--- src/rtl/mem_arbiter.sv ---
// ---------------------------------------------------------------------------
// mem_arbiter
//
// Shares one single-ported RAM between the instruction-fetch requester and
// the data requester. Data wins ties. A starvation counter forces a fetch
// grant after STARVE_MAX consecutive data grants taken while a fetch waited.
// Every RAM transaction is bounded by a timeout. A RAM ERROR or a timeout
// completes the access with ERR_WORD and sets a sticky error flag, so the
// core can never hang on the memory.
//
// Ports
//   CLK, RST          rising-edge clock, synchronous active-high reset
//   iREN, iaddr       fetch request and word address
//   dREN, dWEN        data read / write request (both high counts as a write)
//   daddr, dstore     data address and write value
//   iwait, dwait      requester stall, low in the cycle its access completes
//   iload, dload      returned data, valid only in the completing cycle
//   ramREN, ramWEN    RAM strobes (registered)
//   ramaddr, ramstore RAM address / write data (registered, latched at grant)
//   ramload           RAM read data
//   ramstate          0 FREE, 1 BUSY, 2 ACCESS, 3 ERROR
//   err               sticky error flag, cleared only by RST
// ---------------------------------------------------------------------------
module mem_arbiter #(
  parameter int unsigned STARVE_MAX = 4,
  parameter int unsigned TIMEOUT    = 64,
  parameter logic [31:0] ERR_WORD   = 32'hBAD1BAD1
) (
  input  logic        CLK,
  input  logic        RST,
  input  logic        iREN,
  input  logic [31:0] iaddr,
  input  logic        dREN,
  input  logic        dWEN,
  input  logic [31:0] daddr,
  input  logic [31:0] dstore,
  output logic        iwait,
  output logic        dwait,
  output logic [31:0] iload,
  output logic [31:0] dload,
  output logic        ramREN,
  output logic        ramWEN,
  output logic [31:0] ramaddr,
  output logic [31:0] ramstore,
  input  logic [31:0] ramload,
  input  logic [1:0]  ramstate,
  output logic        err
);

  localparam int SW = $clog2(STARVE_MAX + 1);
  localparam int TW = $clog2(TIMEOUT);

  localparam logic [1:0]    RS_ACCESS = 2'd2;
  localparam logic [1:0]    RS_ERROR  = 2'd3;
  localparam logic [SW-1:0] STARVE_TOP = SW'(STARVE_MAX);
  localparam logic [TW-1:0] TCOUNT_TOP = TW'(TIMEOUT - 1);

  typedef enum logic [1:0] {
    IDLE = 2'd0,
    DGNT = 2'd1,
    IGNT = 2'd2
  } state_t;

  state_t        state_q, state_d;
  logic [SW-1:0] starve_q, starve_d;
  logic [TW-1:0] tcount_q, tcount_d;
  logic [31:0]   addr_q, addr_d;
  logic [31:0]   store_q, store_d;
  logic          ren_q, ren_d;
  logic          wen_q, wen_d;
  logic          err_q, err_d;

  logic          dreq;
  logic          owner_req;
  logic          done_ok;
  logic          done_err;
  logic [31:0]   result;

  assign dreq = dREN | dWEN;

  // A fresh ACCESS wins over a coincident timeout: the data is good.
  assign done_ok  = (ramstate == RS_ACCESS);
  assign done_err = !done_ok && ((ramstate == RS_ERROR) || (tcount_q == TCOUNT_TOP));

  always_comb begin
    state_d   = state_q;
    starve_d  = starve_q;
    tcount_d  = tcount_q;
    addr_d    = addr_q;
    store_d   = store_q;
    ren_d     = ren_q;
    wen_d     = wen_q;
    err_d     = err_q;
    iwait     = iREN;
    dwait     = dreq;
    iload     = '0;
    dload     = '0;
    owner_req = 1'b0;
    result    = '0;

    // While RST is high the outputs show the reset view (no completion),
    // whatever state the registers still hold before the reset edge.
    if (!RST) begin
      unique case (state_q)
        IDLE: begin
          tcount_d = '0;
          if (dreq && !(iREN && (starve_q == STARVE_TOP))) begin
            state_d = DGNT;
            addr_d  = daddr;
            store_d = dstore;
            wen_d   = dWEN;
            ren_d   = !dWEN;
            if (iREN && (starve_q != STARVE_TOP)) begin
              starve_d = starve_q + 1'b1;
            end
          end else if (iREN) begin
            state_d  = IGNT;
            addr_d   = iaddr;
            store_d  = '0;
            ren_d    = 1'b1;
            wen_d    = 1'b0;
            starve_d = '0;
          end else begin
            starve_d = '0;
          end
        end

        DGNT, IGNT: begin
          owner_req = (state_q == DGNT) ? dreq : iREN;
          if (!owner_req) begin
            // Requester walked away: release the RAM, return nothing.
            state_d = IDLE;
            ren_d   = 1'b0;
            wen_d   = 1'b0;
          end else if (done_ok || done_err) begin
            state_d = IDLE;
            ren_d   = 1'b0;
            wen_d   = 1'b0;
            if (done_err) begin
              result = ERR_WORD;
              err_d  = 1'b1;
            end else if (state_q == DGNT && wen_q) begin
              result = '0;
            end else begin
              result = ramload;
            end
            if (state_q == DGNT) begin
              dwait = 1'b0;
              dload = result;
            end else begin
              iwait = 1'b0;
              iload = result;
            end
          end else if (tcount_q != TCOUNT_TOP) begin
            tcount_d = tcount_q + 1'b1;
          end
        end

        default: begin
          state_d = IDLE;
          ren_d   = 1'b0;
          wen_d   = 1'b0;
        end
      endcase
    end
  end

  always_ff @(posedge CLK) begin
    if (RST) begin
      state_q  <= IDLE;
      starve_q <= '0;
      tcount_q <= '0;
      addr_q   <= '0;
      store_q  <= '0;
      ren_q    <= 1'b0;
      wen_q    <= 1'b0;
      err_q    <= 1'b0;
    end else begin
      state_q  <= state_d;
      starve_q <= starve_d;
      tcount_q <= tcount_d;
      addr_q   <= addr_d;
      store_q  <= store_d;
      ren_q    <= ren_d;
      wen_q    <= wen_d;
      err_q    <= err_d;
    end
  end

  // RAM-side outputs come straight from registers.
  assign ramREN   = ren_q;
  assign ramWEN   = wen_q;
  assign ramaddr  = addr_q;
  assign ramstore = store_q;
  assign err      = err_q;

endmodule

--- config.mk ---
export PLATFORM = sky130hd
export DESIGN_NAME = mem_arbiter
export DESIGN_NICKNAME = d
export VERILOG_FILES = /design/src/rtl/mem_arbiter.sv
export SDC_FILE = /design/constraint.sdc
export NUM_CORES = 1
export LEC_CHECK = 0
export CORE_ASPECT_RATIO = 0.5
export CORE_MARGIN = 2
export CORE_UTILIZATION = 38
export DETAILED_ROUTE_END_ITERATION = 8
export PLACE_DENSITY = 0.86
export SYNTH_ARGS = -nofsm -noshare
export SYNTH_HDL_FRONTEND = slang
export SYNTH_SLANG_ARGS = --single-unit
--- constraint.sdc ---
create_clock -name CLK -period 4.3 [get_ports CLK]
set_input_delay 0.86 -clock CLK [delete_from_list [all_inputs] [get_ports CLK]]
set_output_delay 0.86 -clock CLK [all_outputs]
set_load 0.01 [all_outputs]
# --- After elaboration in Yosys (flattened, before gate mapping) ---
# Cells that the tools add are included.
word_totals:
  regBits: 78
  input_bits: 135
  output_inout_bits: 133
op_classes:
  add_sub_neg: 2
  n_eq_ne: 14
  muxes: 46
  bitwise_logic: 1
  n_reduce_logical: 19
ops:
  columns: ["operator", "n"]
  rows:
  - ["two-way mux 32 bit", 16]
  - ["two-way mux 6 bit", 3]
  - ["two-way mux 1 bit", 17]
  - ["one-hot mux 6 bit (2 select lines)", 1]
  - ["!= test 3 bit, second input constant", 3]
  - ["two-way mux 2 bit", 4]
  - ["AND reduction 4 bit", 2]
  - ["adder 6 x 1 -> 6 bit, second input constant", 1]
  - ["== test 2 bit, second input constant", 3]
  - ["== test 6 bit, second input constant", 1]
  - ["two-way mux 3 bit", 2]
  - ["!= test 2 bit, second input constant", 3]
  - ["!= test 6 bit, second input constant", 1]
  - ["AND reduction 2 bit", 3]
  - ["logical AND 1 bit", 5]
  - ["one-hot mux 1 bit (2 select lines)", 2]
  - ["one-hot mux 2 bit (2 select lines)", 1]
  - ["nonzero test 2 bit", 2]
  - ["adder 3 x 1 -> 3 bit, second input constant", 1]
  - ["== test 3 bit, second input constant", 1]
  - ["zero test 1 bit", 3]
  - ["== test 2 x 1 -> 1 bit, second input constant", 1]
  - ["zero test 2 bit", 1]
  - ["logical OR 1 bit", 2]
  - ["other kinds (3)", 3]

# --- Logic depth before layout (Yosys ltp) ---
depth:
  word_depth: 9
  mapped_depth: 8

# --- Worst setup path before layout ---
# No wires, ideal clock.
synth_path:
  path_type: "input port to output port"
  from: "input port RST"
  to: "output port dload[13]"
  t_arrival_ns: 2.021
  slack_ns: 1.419
  path_stages: 7
  n_path_buf: 3
  path_cell_list: "buf_4 > nor2b_1 > nand2_1 > or3_1 > buf_2 > buf_6 > nor2_1"
synth_between:
  elab_chain_len: 1
synth_lines:
  columns: ["element", "line_no", "text"]
  rows:
  - ["start, declared", "30", "input logic RST,"]
  - ["two-way mux 32 bit", "103", "if (!RST) begin"]
  - ["end, declared", "40", "output logic [31:0] dload,"]
# Every way passes these cells.

# --- Final worst setup path ---
layout_path:
  from: "input port dWEN"
  to: "output port dload[9]"
layout_between:
  elab_chain_len: 5
layout_lines:
  columns: ["element", "line_no", "text"]
  rows:
  - ["start, declared", "34", "input logic dWEN,"]
  - ["OR 1 bit", "79", "assign dreq = dREN | dWEN;"]
  - ["two-way mux 1 bit", "129", "owner_req = (state_q == DGNT) ? dreq : iREN;"]
  - ["two-way mux 32 bit", "130", "if (!owner_req) begin"]
  - ["two-way mux 32 bit", "104", "unique case (state_q)"]
  - ["two-way mux 32 bit", "103", null]
# Every way passes these cells.

==> results.md <==
- Residual DRC: 0
- Post-synth EDFFs: 0
- Cells on worst reg2reg path: 6
- Vias in the first global route: 3851
- Routed Antenna Nets: 0
- Worst setup path class: in2out
- Critical path required time: 3.44 ns
- Crit path launch: dWEN
- Slew HR: 0.458
- Cells after Synth: 481
- Drt wl/cell: 16.1 um
- Crit share post-route: 0.928
- Slew Viols, Final: 0
- R2r startpoint: state_q[1]
- Post-synthesis cell area: 3840 sq um
- Initial antenna violation count: 0
- Least-Margin Pin Slew: 0.813 ns
- Largest net degree at the start of global routing: 80
- Setup TNS after final layout: 0 ns
- Power Density: 335 nW/um^2
- Die boundary height: 75.1 um
- Post-synth cell types: 49
- Root Buffer: clkbuf_16
- Yosys warns: 0
- GPL Wtd Cong: 0.836
- CTS Sinks: 78
- DP Area: 6530 sq um
- Multi-input logic area: 2050 sq um
- IO Pins: 268
- Chip width: 146 um
- Number of diodes: 0
- Post-synth ARST share: 0
- Critical path startpoint category: input pin
- CTS clk-pin slew, worst paths: 0.05 ns
- GRT Overall Usage: 0.238
- I/O Buffers: 267
- Status: finished clean
- Clock skew: 0.00420 ns
- Max frequency: 0.251 GHz
- Die area: 11000 sq um
- 1st-pass router iterations: 5
- Worst EP arrival: 3.13 ns
- Hold crit path type: reg2reg
- Post-Syn Nets: 621
- Core ar.: 9630 sq um
- Fin crit period: 3.99 ns
- Worst R2R End: ramaddr[2]
- Worst-path maximum fanout: 18
- Total gr overflow: 0
- Post-route cell area: 6850 sq um
- Top_reg_cell synth: dfxtp_1
- Hold path start: err
- Clock Latency Late Sink: 0.33 ns
- Setup Viol. Count Final: 0
- Syn_area_per_cell: 7.98 sq um
- FF+latch area: 1560 sq um
- Finished Core Util: 0.711
- Final Hold Fails: 0
- Hold path depth: 2
- # rows: 25
- First-pass GRT wire length: 20800 um
- CTS Hold Bufs: 0
- Number of max-cap violations: 0
- RSZ-0062 raised after global routing: false
- R2R Setup Slk: 2.04 ns
- Clock buffer depth: 2
- Via count: 4419
- CP Capture Type: output pin
- Initial Util: 0.398
- Seq cells post-synth: 78
- Total wire length: 13900 um
- Iter 0 DRT Violations: 291
- Cell leakage power: 2.64 nW
- Synthesis-to-finish area growth: 78.4%
- Max VDD drop: 217 uV
- CTS H-tree depth: 3
- CTS tree: built
- Vias/cell: 5.11
- Fillers: 748
- Dpl cells: 848
- Post-layout nets: 864
- Sequential share of the synthesized area: 0.407
- CTS buffer count: 9
- Resized cells post-CTS: 0
- Ratio of cells with drive above 1 in the final layout: 0.0508
- WHS Endpoint: err
- Final HPWL DP: 10100 um
- Post-CTS setup buffer count: 0
- Post-Layout Cell Count: 864
-- state kept, by name (all words and copies together) (netlist names) --
name      count
tcount_q      6
ramstore     32
err           1
ramaddr      32
ramWEN        1
ramREN        1
state_q       2
starve_q      3
-- worst max-delay path by stage --
stage                end  slack (ns)  cells past startpoint
6_report        dload[9]        0.31                      5
5_1_grt         dload[9]        0.26                      5
4_1_cts         dload[9]        0.30                      5
3_5_place_dp    dload[9]        0.32                      5
3_3_place_gp   dload[28]        0.47                      5
2_1_floorplan  dload[13]        1.42                      7
-- cells by family (layout without fill, tap and decap cells) --
kind of cell | Yosys count | after routing | synth area share
AO/OA/AOI/OAI | 112 | 112 | 0.234
flip-flops | 78 | 78 | 0.407
AND/OR/NAND/NOR | 233 | 233 | 0.271
multiplexers | 2 | 2 | 0.00522
adder cells (fa/ha/maj) | 5 | 5 | 0.0163
XOR/XNOR | 2 | 2 | 0.00457
buffers and inverters | 49 | 297 | 0.0620
-- cell usage after synthesis, drive strengths merged, types with 5 or more instances --
library cell	n	area [sq um]
nor2	105	402
dfxtp	78	1560
nand2	73	274
a22oi	51	383
a311oi	32	280
and2	28	175
clkbuf	23	87.6
buf	21	131
nand3	6	35.0
ha	5	62.6
inv	5	18.8
o21ai	5	28.8
-- report_power, final --
part	internal, mW	switching (mW)
sequential	0.801	0.0390
combinational	0.341	0.301
clock	0.522	0.287
-- worst max-delay path: stages --
cell	delay [ns]
clkdlybuf4s50_1	0.67
nor2_4	0.13
or3_1	0.65
nor2_1	0.24
clkdlybuf4s50_1	0.57
-- per-stage QoR --
stage | setup WS (ns) | hold slack (ns) | power [mW]
final | 0.311 | 0.476 | 2.29
after global routing | 0.256 | 0.513 | 2.40
after CTS | 0.303 | 0.480 | 2.31
after detailed placement | 0.323 | 0.466 | 1.49
after global placement | 0.473 | 0.454 | 1.48
after floorplan | 1.42 | 0.449 | 1.15
-- cell type report --
| cell class | count | area share |
|---|---|---|
| clock buffer | 12 | 0.0360 |
| tap | 135 | 0.0247 |
| multi-input combinational | 354 | 0.299 |
| timing repair buffer | 276 | 0.399 |
| clock inverter | 4 | 0.0102 |
| sequential | 78 | 0.228 |
| inverter | 5 | 0.00274 |
-- cell usage in the layout, fill, tap and decap left out, types with 3 or more instances in the layout --
| master | instances |
|---|---|
| o32ai_1 | 3 |
| clkbuf_16 | 9 |
| dfxtp_1 | 78 |
| inv_1 | 5 |
| nand2b_1 | 3 |
| o211ai_1 | 4 |
| clkdlybuf4s50_1 | 266 |
| a21oi_1 | 4 |
| o21ai_0 | 4 |
| buf_4 | 9 |
| or3_1 | 3 |
| and2_1 | 28 |
| nor2_1 | 104 |
| a311oi_1 | 32 |
| nand3_1 | 5 |
| nand2_1 | 73 |
| ha_1 | 5 |
| a22oi_1 | 51 |
-- metal layers --
metal | up-vias | wire [um] | track usage
li1 | 2172 | - | -
met1 | 2050 | 5650 | 0.280
met2 | 163 | 7150 | 0.432
met3 | 34 | 749 | 0.0527
met4 | 0 | 393 | 0.106
met5 | - | 0 | 0
Power figures use the tool's default switching activity.
